===== src/rtl/sif_pkg.sv =====
// sif_pkg: shared state type, widths and counter-width helper for the add/sub flow shell.
package sif_pkg;
    localparam int SIF_FP32_W = 32;
    localparam int SIF_FP16_W = 16;

    typedef enum logic {FLUSH, RUN} sif_flow_st_t;

    function automatic int clog2_p1(input int n);
        return $clog2(n + 1);
    endfunction
endpackage


===== src/rtl/sif_addsub_flow_if.sv =====
// sif_addsub_flow_if: operand join, result stream, core drive/return and error flag.
interface sif_addsub_flow_if #(
    parameter int WIDTH = 32
);
    logic             is_sub;
    logic             A_vld;
    logic [WIDTH-1:0] A_dat;
    logic             A_rdy;
    logic             B_vld;
    logic [WIDTH-1:0] B_dat;
    logic             B_rdy;
    logic             S_vld;
    logic [WIDTH-1:0] S_dat;
    logic             S_rdy;
    logic             core_vld;
    logic [WIDTH-1:0] core_A_dat;
    logic [WIDTH-1:0] core_B_dat;
    logic             core_is_sub;
    logic             core_S_vld;
    logic [WIDTH-1:0] core_S_dat;
    logic             err;

    modport slave (
        input  is_sub, A_vld, A_dat, B_vld, B_dat, S_rdy, core_S_vld, core_S_dat,
        output A_rdy, B_rdy, S_vld, S_dat, core_vld, core_A_dat, core_B_dat, core_is_sub, err
    );

    modport master (
        output is_sub, A_vld, A_dat, B_vld, B_dat, S_rdy, core_S_vld, core_S_dat,
        input  A_rdy, B_rdy, S_vld, S_dat, core_vld, core_A_dat, core_B_dat, core_is_sub, err
    );
endinterface


===== src/rtl/sif_sync_fifo.sv =====
// sif_sync_fifo: show-ahead synchronous FIFO, any DEPTH; output holds last popped word when empty.
module sif_sync_fifo
    import sif_pkg::*;
#(
    parameter int WIDTH = 32,
    parameter int DEPTH = 16
) (
    input  logic                       clk,
    input  logic                       rst,
    input  logic                       i_push,
    input  logic [WIDTH-1:0]           i_dat,
    input  logic                       i_pop,
    output logic [WIDTH-1:0]           o_dat,
    output logic                       o_full,
    output logic                       o_empty,
    output logic [clog2_p1(DEPTH)-1:0] o_cnt
);
    localparam int CNT_W = clog2_p1(DEPTH);
    localparam int PW    = DEPTH > 1 ? $clog2(DEPTH) : 1;

    logic [WIDTH-1:0] r_mem [DEPTH];
    logic [PW-1:0]    r_wr, r_rd;
    logic [CNT_W-1:0] r_cnt;
    logic [WIDTH-1:0] r_hold;
    logic             w_push, w_pop;

    assign o_empty = r_cnt == '0;
    assign o_full  = r_cnt == CNT_W'(DEPTH);
    assign o_cnt   = r_cnt;
    assign w_pop   = i_pop & ~o_empty;
    // a pop frees the head slot, so a push into a full FIFO is accepted alongside it
    assign w_push  = i_push & (~o_full | w_pop);
    assign o_dat   = o_empty ? r_hold : r_mem[r_rd];

    always_ff @(posedge clk) begin
        if (w_push) r_mem[r_wr] <= i_dat;
    end

    always_ff @(posedge clk) begin
        if (rst) begin
            r_wr   <= '0;
            r_rd   <= '0;
            r_cnt  <= '0;
            r_hold <= '0;
        end else begin
            if (w_push) r_wr <= r_wr == PW'(DEPTH - 1) ? '0 : r_wr + 1'b1;
            if (w_pop) r_rd <= r_rd == PW'(DEPTH - 1) ? '0 : r_rd + 1'b1;
            if (w_pop) r_hold <= r_mem[r_rd];
            r_cnt <= r_cnt + CNT_W'(w_push) - CNT_W'(w_pop);
        end
    end
endmodule


===== src/rtl/sif_addsub_flow.sv =====
// sif_addsub_flow: joins A/B operands into a fixed-latency add/sub core and buffers its
// results behind a credit-guarded FIFO so the consumer can stall without losing data.
module sif_addsub_flow
    import sif_pkg::*;
#(
    parameter int WIDTH   = SIF_FP32_W,
    parameter int LATENCY = 8,
    parameter int DEPTH   = 16
) (
    input logic              clk,
    input logic              rst,
    sif_addsub_flow_if.slave bus
);
    localparam int CNT_W = clog2_p1(DEPTH);
    localparam int FL_W  = clog2_p1(LATENCY);

    if (DEPTH < 1 || LATENCY < 1) begin : g_bad_param
        $error("sif_addsub_flow: DEPTH and LATENCY must both be >= 1");
    end

    sif_flow_st_t     r_st, w_st_nxt;
    logic [FL_W-1:0]  r_flush_cnt;
    logic [CNT_W-1:0] r_inflight, w_fifo_cnt;
    logic             r_err;
    logic             w_run, w_credit, w_fire, w_ret, w_push, w_pop, w_full, w_empty;

    assign w_run    = r_st == RUN;
    assign w_credit = ({1'b0, r_inflight} + {1'b0, w_fifo_cnt}) < (CNT_W + 1)'(DEPTH);
    assign w_fire   = bus.A_vld & bus.B_vld & w_credit & w_run;
    assign w_ret    = bus.core_S_vld & w_run;
    // a return with nothing in flight is spurious: flag it and drop the data
    assign w_push   = w_ret & (r_inflight != '0);
    assign w_pop    = bus.S_vld & bus.S_rdy;

    assign bus.A_rdy       = bus.B_vld & w_credit & w_run;
    assign bus.B_rdy       = bus.A_vld & w_credit & w_run;
    assign bus.core_vld    = w_fire;
    assign bus.core_A_dat  = bus.A_dat;
    assign bus.core_B_dat  = bus.B_dat;
    assign bus.core_is_sub = bus.is_sub;
    assign bus.S_vld       = ~w_empty;
    assign bus.err         = r_err;

    sif_sync_fifo #(.WIDTH(WIDTH), .DEPTH(DEPTH)) u_fifo (
        .clk     (clk),
        .rst     (rst),
        .i_push  (w_push),
        .i_dat   (bus.core_S_dat),
        .i_pop   (w_pop),
        .o_dat   (bus.S_dat),
        .o_full  (w_full),
        .o_empty (w_empty),
        .o_cnt   (w_fifo_cnt)
    );

    // FLUSH lasts LATENCY cycles so results issued before reset drain out unseen
    always_comb begin
        w_st_nxt = (r_st == FLUSH && r_flush_cnt == FL_W'(LATENCY - 1)) ? RUN : r_st;
    end

    always_ff @(posedge clk) begin
        if (rst) begin
            r_st        <= FLUSH;
            r_flush_cnt <= '0;
            r_inflight  <= '0;
            r_err       <= 1'b0;
        end else begin
            r_st        <= w_st_nxt;
            r_flush_cnt <= w_run ? r_flush_cnt : r_flush_cnt + 1'b1;
            r_inflight  <= r_inflight + CNT_W'(w_fire) - CNT_W'(w_push);
            r_err       <= r_err | (w_ret & (r_inflight == '0)) | (w_push & w_full & ~w_pop);
        end
    end
endmodule

===== src/flat_wrapper.sv =====
// flat-port wrapper written by rule: the top's interface ports become plain ports
module sif_addsub_flow_flat import sif_pkg::*;
#(
    parameter int WIDTH   = SIF_FP32_W,
    parameter int LATENCY = 8,
    parameter int DEPTH   = 16
)
  (clk, rst, bus_is_sub, bus_A_vld, bus_A_dat, bus_B_vld, bus_B_dat, bus_S_rdy, bus_core_S_vld, bus_core_S_dat, bus_A_rdy, bus_B_rdy, bus_S_vld, bus_S_dat, bus_core_vld, bus_core_A_dat, bus_core_B_dat, bus_core_is_sub, bus_err);
  sif_addsub_flow_if #(.WIDTH(WIDTH)) bus_i ();
  input logic clk;
  input logic rst;
  input wire logic [$bits(bus_i.is_sub)-1:0] bus_is_sub;
  input wire logic [$bits(bus_i.A_vld)-1:0] bus_A_vld;
  input wire logic [$bits(bus_i.A_dat)-1:0] bus_A_dat;
  input wire logic [$bits(bus_i.B_vld)-1:0] bus_B_vld;
  input wire logic [$bits(bus_i.B_dat)-1:0] bus_B_dat;
  input wire logic [$bits(bus_i.S_rdy)-1:0] bus_S_rdy;
  input wire logic [$bits(bus_i.core_S_vld)-1:0] bus_core_S_vld;
  input wire logic [$bits(bus_i.core_S_dat)-1:0] bus_core_S_dat;
  output wire logic [$bits(bus_i.A_rdy)-1:0] bus_A_rdy;
  output wire logic [$bits(bus_i.B_rdy)-1:0] bus_B_rdy;
  output wire logic [$bits(bus_i.S_vld)-1:0] bus_S_vld;
  output wire logic [$bits(bus_i.S_dat)-1:0] bus_S_dat;
  output wire logic [$bits(bus_i.core_vld)-1:0] bus_core_vld;
  output wire logic [$bits(bus_i.core_A_dat)-1:0] bus_core_A_dat;
  output wire logic [$bits(bus_i.core_B_dat)-1:0] bus_core_B_dat;
  output wire logic [$bits(bus_i.core_is_sub)-1:0] bus_core_is_sub;
  output wire logic [$bits(bus_i.err)-1:0] bus_err;
  assign bus_i.is_sub = bus_is_sub;
  assign bus_i.A_vld = bus_A_vld;
  assign bus_i.A_dat = bus_A_dat;
  assign bus_i.B_vld = bus_B_vld;
  assign bus_i.B_dat = bus_B_dat;
  assign bus_i.S_rdy = bus_S_rdy;
  assign bus_i.core_S_vld = bus_core_S_vld;
  assign bus_i.core_S_dat = bus_core_S_dat;
  assign bus_A_rdy = bus_i.A_rdy;
  assign bus_B_rdy = bus_i.B_rdy;
  assign bus_S_vld = bus_i.S_vld;
  assign bus_S_dat = bus_i.S_dat;
  assign bus_core_vld = bus_i.core_vld;
  assign bus_core_A_dat = bus_i.core_A_dat;
  assign bus_core_B_dat = bus_i.core_B_dat;
  assign bus_core_is_sub = bus_i.core_is_sub;
  assign bus_err = bus_i.err;
  sif_addsub_flow #(.WIDTH(WIDTH), .LATENCY(LATENCY), .DEPTH(DEPTH)) u_core (.clk(clk), .rst(rst), .bus(bus_i));
endmodule

===== config.mk =====
export PLATFORM = sky130hd
export DESIGN_NAME = sif_addsub_flow_flat
export DESIGN_NICKNAME = d
export VERILOG_FILES = /design/src/rtl/sif_pkg.sv /design/src/rtl/sif_addsub_flow_if.sv /design/src/rtl/sif_sync_fifo.sv /design/src/rtl/sif_addsub_flow.sv /design/src/flat_wrapper.sv
export SDC_FILE = /design/constraint.sdc
export NUM_CORES = 1
export LEC_CHECK = 0
export BUFFER_PORTS_ARGS = -buffer_cell sky130_fd_sc_hd__buf_2
export CORE_ASPECT_RATIO = 0.6
export CORE_UTILIZATION = 40
export DETAILED_ROUTE_END_ITERATION = 6
export PLACE_DENSITY = 0.57
export SYNTH_ARGS = -nofsm -noshare
export SYNTH_HDL_FRONTEND = slang
export SYNTH_HIERARCHICAL = 1
export SYNTH_SLANG_ARGS = --single-unit

===== constraint.sdc =====
create_clock -name clk -period 4.8 [get_ports clk]
set_clock_uncertainty 0.05 [all_clocks]
set_input_delay 0.48 -clock clk [delete_from_list [all_inputs] [get_ports clk]]
set_output_delay 0.48 -clock clk [all_outputs]
set_load 0.05 [all_outputs]

Word-level counts from Yosys, hierarchy flattened:

Memories as Yosys holds them, arrays and structs flattened. A register that Yosys moved wholly into a read port is not among the register bits.
Cells that the tools add are included.

* register bits after elaboration: 56
* latch bits: 0
* bits in writable memories: 512
* bits in read-only memories: 0
* input bits: 103
* output and inout port bits: 102
* logic and storage cells: 55
* memories: 1

Memories
* u_core.u_fifo.r_mem: depth 16, bits a word 32, rd ports 1, clocked after Yosys merged registers in 1, wr ports 1, RTL line sif_sync_fifo.sv:21 `logic [WIDTH-1:0] r_mem [DEPTH];`

* $add $sub $neg: 8
* multipliers: 0
* div/mod/pow operators: 0
* $lt $le $gt $ge: 1
* equal/unequal tests: 4
* shift-type cells: 0
* multiplexer cells: 7
* bitwise operators: 22
* reductions and logical operators: 4

Operators with widths (count)
* two-way mux 32 bit: 1
* two-way mux 4 bit: 4
* AND 1 bit: 15
* adder 4 x 1 -> 4 bit, second input constant: 3
* adder 5 x 1 -> 5 bit: 2
* logical NOT 5 bit: 2
* subtractor 5 x 1 -> 5 bit: 2
* == test 4 bit, second input constant: 2
* adder 5 x 5 -> 6 bit: 1
* less-than comparator 6 x 5 -> 1 bit, second input constant: 1
* == test 5 bit, second input constant: 1
* nonzero test 5 bit: 1
* == test 4 x 3 -> 1 bit, second input constant: 1
* inverter 1 bit: 4
* OR 1 bit: 3
* two-way mux 1 bit: 2
* logical AND 1 bit: 1

Longest topological paths before layout:

* depth in word-level cells: 8
* mapped depth: 18

Hierarchy:

Netlist, hierarchy kept.

By module, submodules not included
* sif_sync_fifo: instances 1, cells each 1378, area an instance 22350.2 sq um, seq. area each 16355.7 sq um
* sif_addsub_flow: instances 1, cells each 146, area an instance 1194.9 sq um, seq. area each 220.2 sq um

Worst setup path before layout:

No wires, ideal clock.

* path kind: register to register
* start point: register u_core.u_fifo.r_cnt[2] (netlist: u_core/u_fifo/o_cnt[2])
* end point: memory u_core.u_fifo.r_mem[0][0] (enable)
* library setup time: 0.461 ns
* arrival time: 4.197 ns
* setup slack: 0.092 ns
* stages on the path, launching flop included: 13
* cells stage by stage: dfxtp_1 > inv_1 > ha_1 > or4b_1 > buf_6 > clkinv_8 > clkbuf_1 > nand2b_1 > inv_1 > o21a_1 > clkbuf_1 > nand2_1 > nor3_1

* word-level cells in the longest chain between the ends: 8

Ends and longest elaborated chain
* start: declaration: RTL line sif_sync_fifo.sv:23 `logic [CNT_W-1:0] r_cnt;`
* start signal: assignment: RTL line sif_sync_fifo.sv:49 `r_cnt <= r_cnt + CNT_W'(w_push) - CNT_W'(w_pop);`
* logical NOT 5 bit: RTL line sif_sync_fifo.sv:27 `assign o_empty = r_cnt == '0;`
* via u_core.w_empty: RTL line sif_addsub_flow.sv:25 `logic w_run, w_credit, w_fire, w_ret, w_push, w_pop, w_full, w_empty;`
* inverter 1 bit: RTL line sif_addsub_flow.sv:41 `assign bus.S_vld = ~w_empty;`
* AND 1 bit: RTL line sif_addsub_flow.sv:33 `assign w_pop = bus.S_vld & bus.S_rdy;`
* via u_core.w_pop: RTL line sif_addsub_flow.sv:25
* AND 1 bit: RTL line sif_sync_fifo.sv:30 `assign w_pop = i_pop & ~o_empty;`
* OR 1 bit: RTL line sif_sync_fifo.sv:32 `assign w_push = i_push & (~o_full | w_pop);`
* AND 1 bit: RTL line sif_sync_fifo.sv:32
* two-way mux 1 bit: RTL line sif_sync_fifo.sv:36 `if (w_push) r_mem[r_wr] <= i_dat;`
* two-way mux 1 bit (not written as such): RTL line sif_sync_fifo.sv:36
* end: declaration: RTL line sif_sync_fifo.sv:21

The timed path passes the listed nets, and every way through them passes these cells.

==> results by group <==
Run status
  • Outcome: finished with violations
  • Violations in the final reports: DRC

Clock tree
  • Cell at the root of the clock tree: clkbuf_16
  • Count of hold buffers inserted by post-cts repair: 0
  • CTS H-Tree Depth: 2
  • Post-CTS resize count: 0
  • CTS tree: built
  • Clock latency of the later-clocked register in the worst-skew pair: ~0.6 ns
  • Number of clock sinks: approximately 570
  • CTS Buffer Depth: 3
  • Clock-pin slew of the registers on the worst-case setup and hold paths: around 0.070 ns
  • Buffer count from post-CTS setup fixing: 0
  • Num CTS Buffers: 53

Yosys
  • Average footprint of a synthesized cell: around 15 um2
  • Number of distinct library cells after synthesis: 48
  • Flip-flop cell with the highest count after synthesis: edfxtp_1
  • Post-synthesis instance total: 1524
  • Syn nets: about 1700
  • Number of register bits inferred by synthesis: about 570
  • Part of the Yosys area used for sequential elements: between 70% and 80%
  • Count of synthesis-stage warnings from yosys: 6
  • Cell area after synthesis: roughly 0.024 mm2
  • Asr flop ratio synth: 0%
  • Number of flops mapped to enable cells by yosys: a little over 500

STA
  • Max Fclk: about 260 MHz
  • Final slew viol count: 0
  • Unrepaired setup endpoints after global routing: no
  • Final-layout setup total negative slack: 0 ns
  • Setup violation total in the final timing report: 0
  • Min Tclk post-route: 3.874 ns
  • Slew headroom: between 30% and 40%
  • Final worst-path cycle share: around 80%
  • Transition at the pin with the smallest max-transition slack: 1.026 ns
  • Number of failing hold endpoints at the final stage: 0

Placement
  • Final HPWL DP: between 30000 and 40000 um
  • Count of input and output buffers: 74
  • Routability congestion estimate from global placement: between 0.7 and 0.8

Detailed routing
  • Number of nets with antenna violations after routing: 0
  • Detail-routed net length per standard cell: roughly 25 um
  • Total via count in the routed design: between 10000 and 15000
  • Total wire length: a little under 60000 um
  • Vias per cell: about 5.7
  • Post-route DRC violation count: 10
  • Drt first-iter violations: approximately 1400
  • TritonRoute pass-1 iters: 7

Critical path
  • Required arrival time at the worst endpoint: about 4.3 ns
  • Maximum fanout encountered on the critical timing path: 100
  • Type of element launching the critical path: register
  • Critical path arrival: between 3 and 4 ns
  • End point of the critical path: bus_S_dat[9]
  • Number of cell instances on the worst register-to-register path: 16
  • Reg-to-reg critical path startpoint: u_core/u_fifo/o_cnt[2]
  • Class of the most critical setup path: reg2out
  • Endpoint of the worst register-to-register path: u_core/u_fifo/o_cnt[4]
  • Reg-to-reg slack, setup: around 1.1 ns
  • Nature of the critical path endpoint: output pin

Power
  • Fraction of power consumed by the clock network: a little under a third
  • Net load switching power: between 0.004 and 0.005 W
  • Cell Int Power: between 0.008 and 0.009 W
  • PD cells: between 500 and 600 mW/mm2
  • Fraction of power consumed by sequential logic: a little over two fifths
  • Combinational share of power: between 20% and 30%
  • Peak supply drop: 0.4413 mV
  • Fraction of power spent switching nets: between 30% and 40%
  • Static Leakage: 8.316 nW

Floorplan
  • Die H: ~190 um
  • Top-Level Pins: roughly 210
  • Core region area: 0.05786 mm2
  • Die ar.: around 0.060 mm2
  • Horizontal die dimension: around 320 um
  • Rows: 68
  • Starting Density: 40.70%

Finish
  • Layout Utilization: between 40 and 50%
  • Area overhead of the layout relative to synthesis: 11.05%
  • Share of layout cells above drive strength 1: between 10% and 20%
  • Nets@finish: 1666

Global route
  • Total gr overflow: 0
  • First-pass GRT wire length: approximately 87000 um
  • GRT Total Usage: about a fifth
  • Vias in the first global route: around 13000
  • Number of antenna violations at the first check in global routing: 2
  • Maximum number of pins on one net before global-route repair: between 100 and 150

Flow run
  • Max-Cap Viols: 0

Hold path
  • HP Class: in2reg
layer usage:
layer  global-route usage, %  wire (um)  vias to the layer above
met4                   4.201        970                        4
met5                       0         30                        -
met3                   4.131       4523                       81
met2                   30.47      26800                      527
met1                   28.71      27210                     6820
li1                        -          -                     5947
cell usage after synthesis, drive strengths merged, types with 2 or more instances:
cell     number  area, um2
a211oi        3      22.52
a21oi        47      239.0
a221o        20      200.2
a222oi       64      640.6
a31oi         3      18.77
and2          2      12.51
and3         20      125.1
buf         117      807.0
clkbuf       40      150.1
dfxtp        60       1201
edfxtp      512      15370
fa            2      40.04
ha           22      275.3
inv          22      82.58
mux2         22      247.7
mux2i       237       2372
nand2        67      251.5
nand2b        5      31.28
nand3        93      465.5
nand3b       20      150.1
nand4        22      137.6
nor2         56      210.2
nor2b         9      56.30
nor3          7      46.30
o2111ai       5      43.79
o21ai        22      110.1
or3           2      13.77
xnor2         6      52.55
xor2          4      35.03
stage by stage:
step | total power, W | hold slack [ns] | std cells | instance area [um2] | setup WS, ns
after detailed placement | 0.009400 | 0.3940 | 2254 | 24440 | 1.108
after floorplan | 0.008401 | 0.3890 | 1524 | 23550 | 0.09152
final | 0.01347 | 0.1545 | 2354 | 26150 | 0.9264
after CTS | 0.01358 | 0.1305 | 2353 | 26140 | 0.8807
after global placement | 0.009380 | 0.3984 | 2254 | 24440 | 1.127
after global routing | 0.01396 | 0.1559 | 2353 | 26140 | 0.7586
worst max-delay path: stages, from the launching register on:
cell and delay, ns:
dfxtp_4 0.37, buf_12 0.58, nor2b_1 0.85, buf_4 0.32, a222oi_1 0.11, nand3_1 0.15
nand3_1 0.12, buf_2 0.24
worst min path at each step:
stage / startpoint / endpoint / slack (ns) / depth (start not counted)
3_3_place_gp: u_core/bus.err / u_core/bus.err / 0.40 / 2
2_1_floorplan: u_core/u_fifo/r_hold[10] / u_core/u_fifo/r_hold[10] / 0.39 / 2
4_1_cts: bus_core_S_vld / u_core/bus.err / 0.13 / 3
3_5_place_dp: u_core/bus.err / u_core/bus.err / 0.39 / 2
6_report: bus_core_S_vld / u_core/bus.err / 0.15 / 3
5_1_grt: bus_core_S_vld / u_core/bus.err / 0.16 / 3
kinds of logic after synthesis:
group           Yosys count  share of synthesized area, %
mux                     259                         11.13
flops                   572                         70.40
xor+xnor                 10                        0.3720
fa+ha+maj                24                         1.339
simple gates            307                         6.563
compound gates          172                         5.713
buf+inv                 180                         4.485
cell type report:
type	instances	area, um2
Sequential cell	572	16580
Inverter	23	98.84
Tap cell	770	963.4
Antenna cell	1	2.502
Timing Repair Buffer	117	730.7
Fill cell	5019	31710
Clock buffer	76	1475
Clock inverter	23	230.2
Multi-Input combinational cell	772	6061
state kept, by name (all words and copies together), names as in the netlist, 4 cells and up, named ones only:
name                  count
u_core/u_fifo/o_cnt       5
u_core/r_flush_cnt        4
u_core/u_fifo/r_rd        4
u_core/u_fifo/r_mem     512
u_core/r_inflight         5
u_core/u_fifo/r_hold     32
u_core/u_fifo/r_wr        4
power groups by stage:
stage	sequential, W	combinational [W]	clock (W)
2_1_floorplan	0.00570	0.00270	0
3_3_place_gp	0.00576	0.00362	0
3_5_place_dp	0.00577	0.00363	0
4_1_cts	0.00566	0.00364	0.00428
5_1_grt	0.00568	0.00380	0.00448
6_report	0.00567	0.00361	0.00420
cell usage in the layout, fill, tap and decap left out, drive strengths merged, types with 22 or more instances in the layout:
cell,Yosys,layout
a21oi,47,47
a222oi,64,64
buf,117,117
clkbuf,40,76
dfxtp,60,60
edfxtp,512,512
ha,22,22
inv,22,24
mux2,22,22
mux2i,237,237
nand2,67,67
nand3,93,93
nand4,22,22
nor2,56,56
o21ai,22,22
Power figures use the tool's default switching activity.
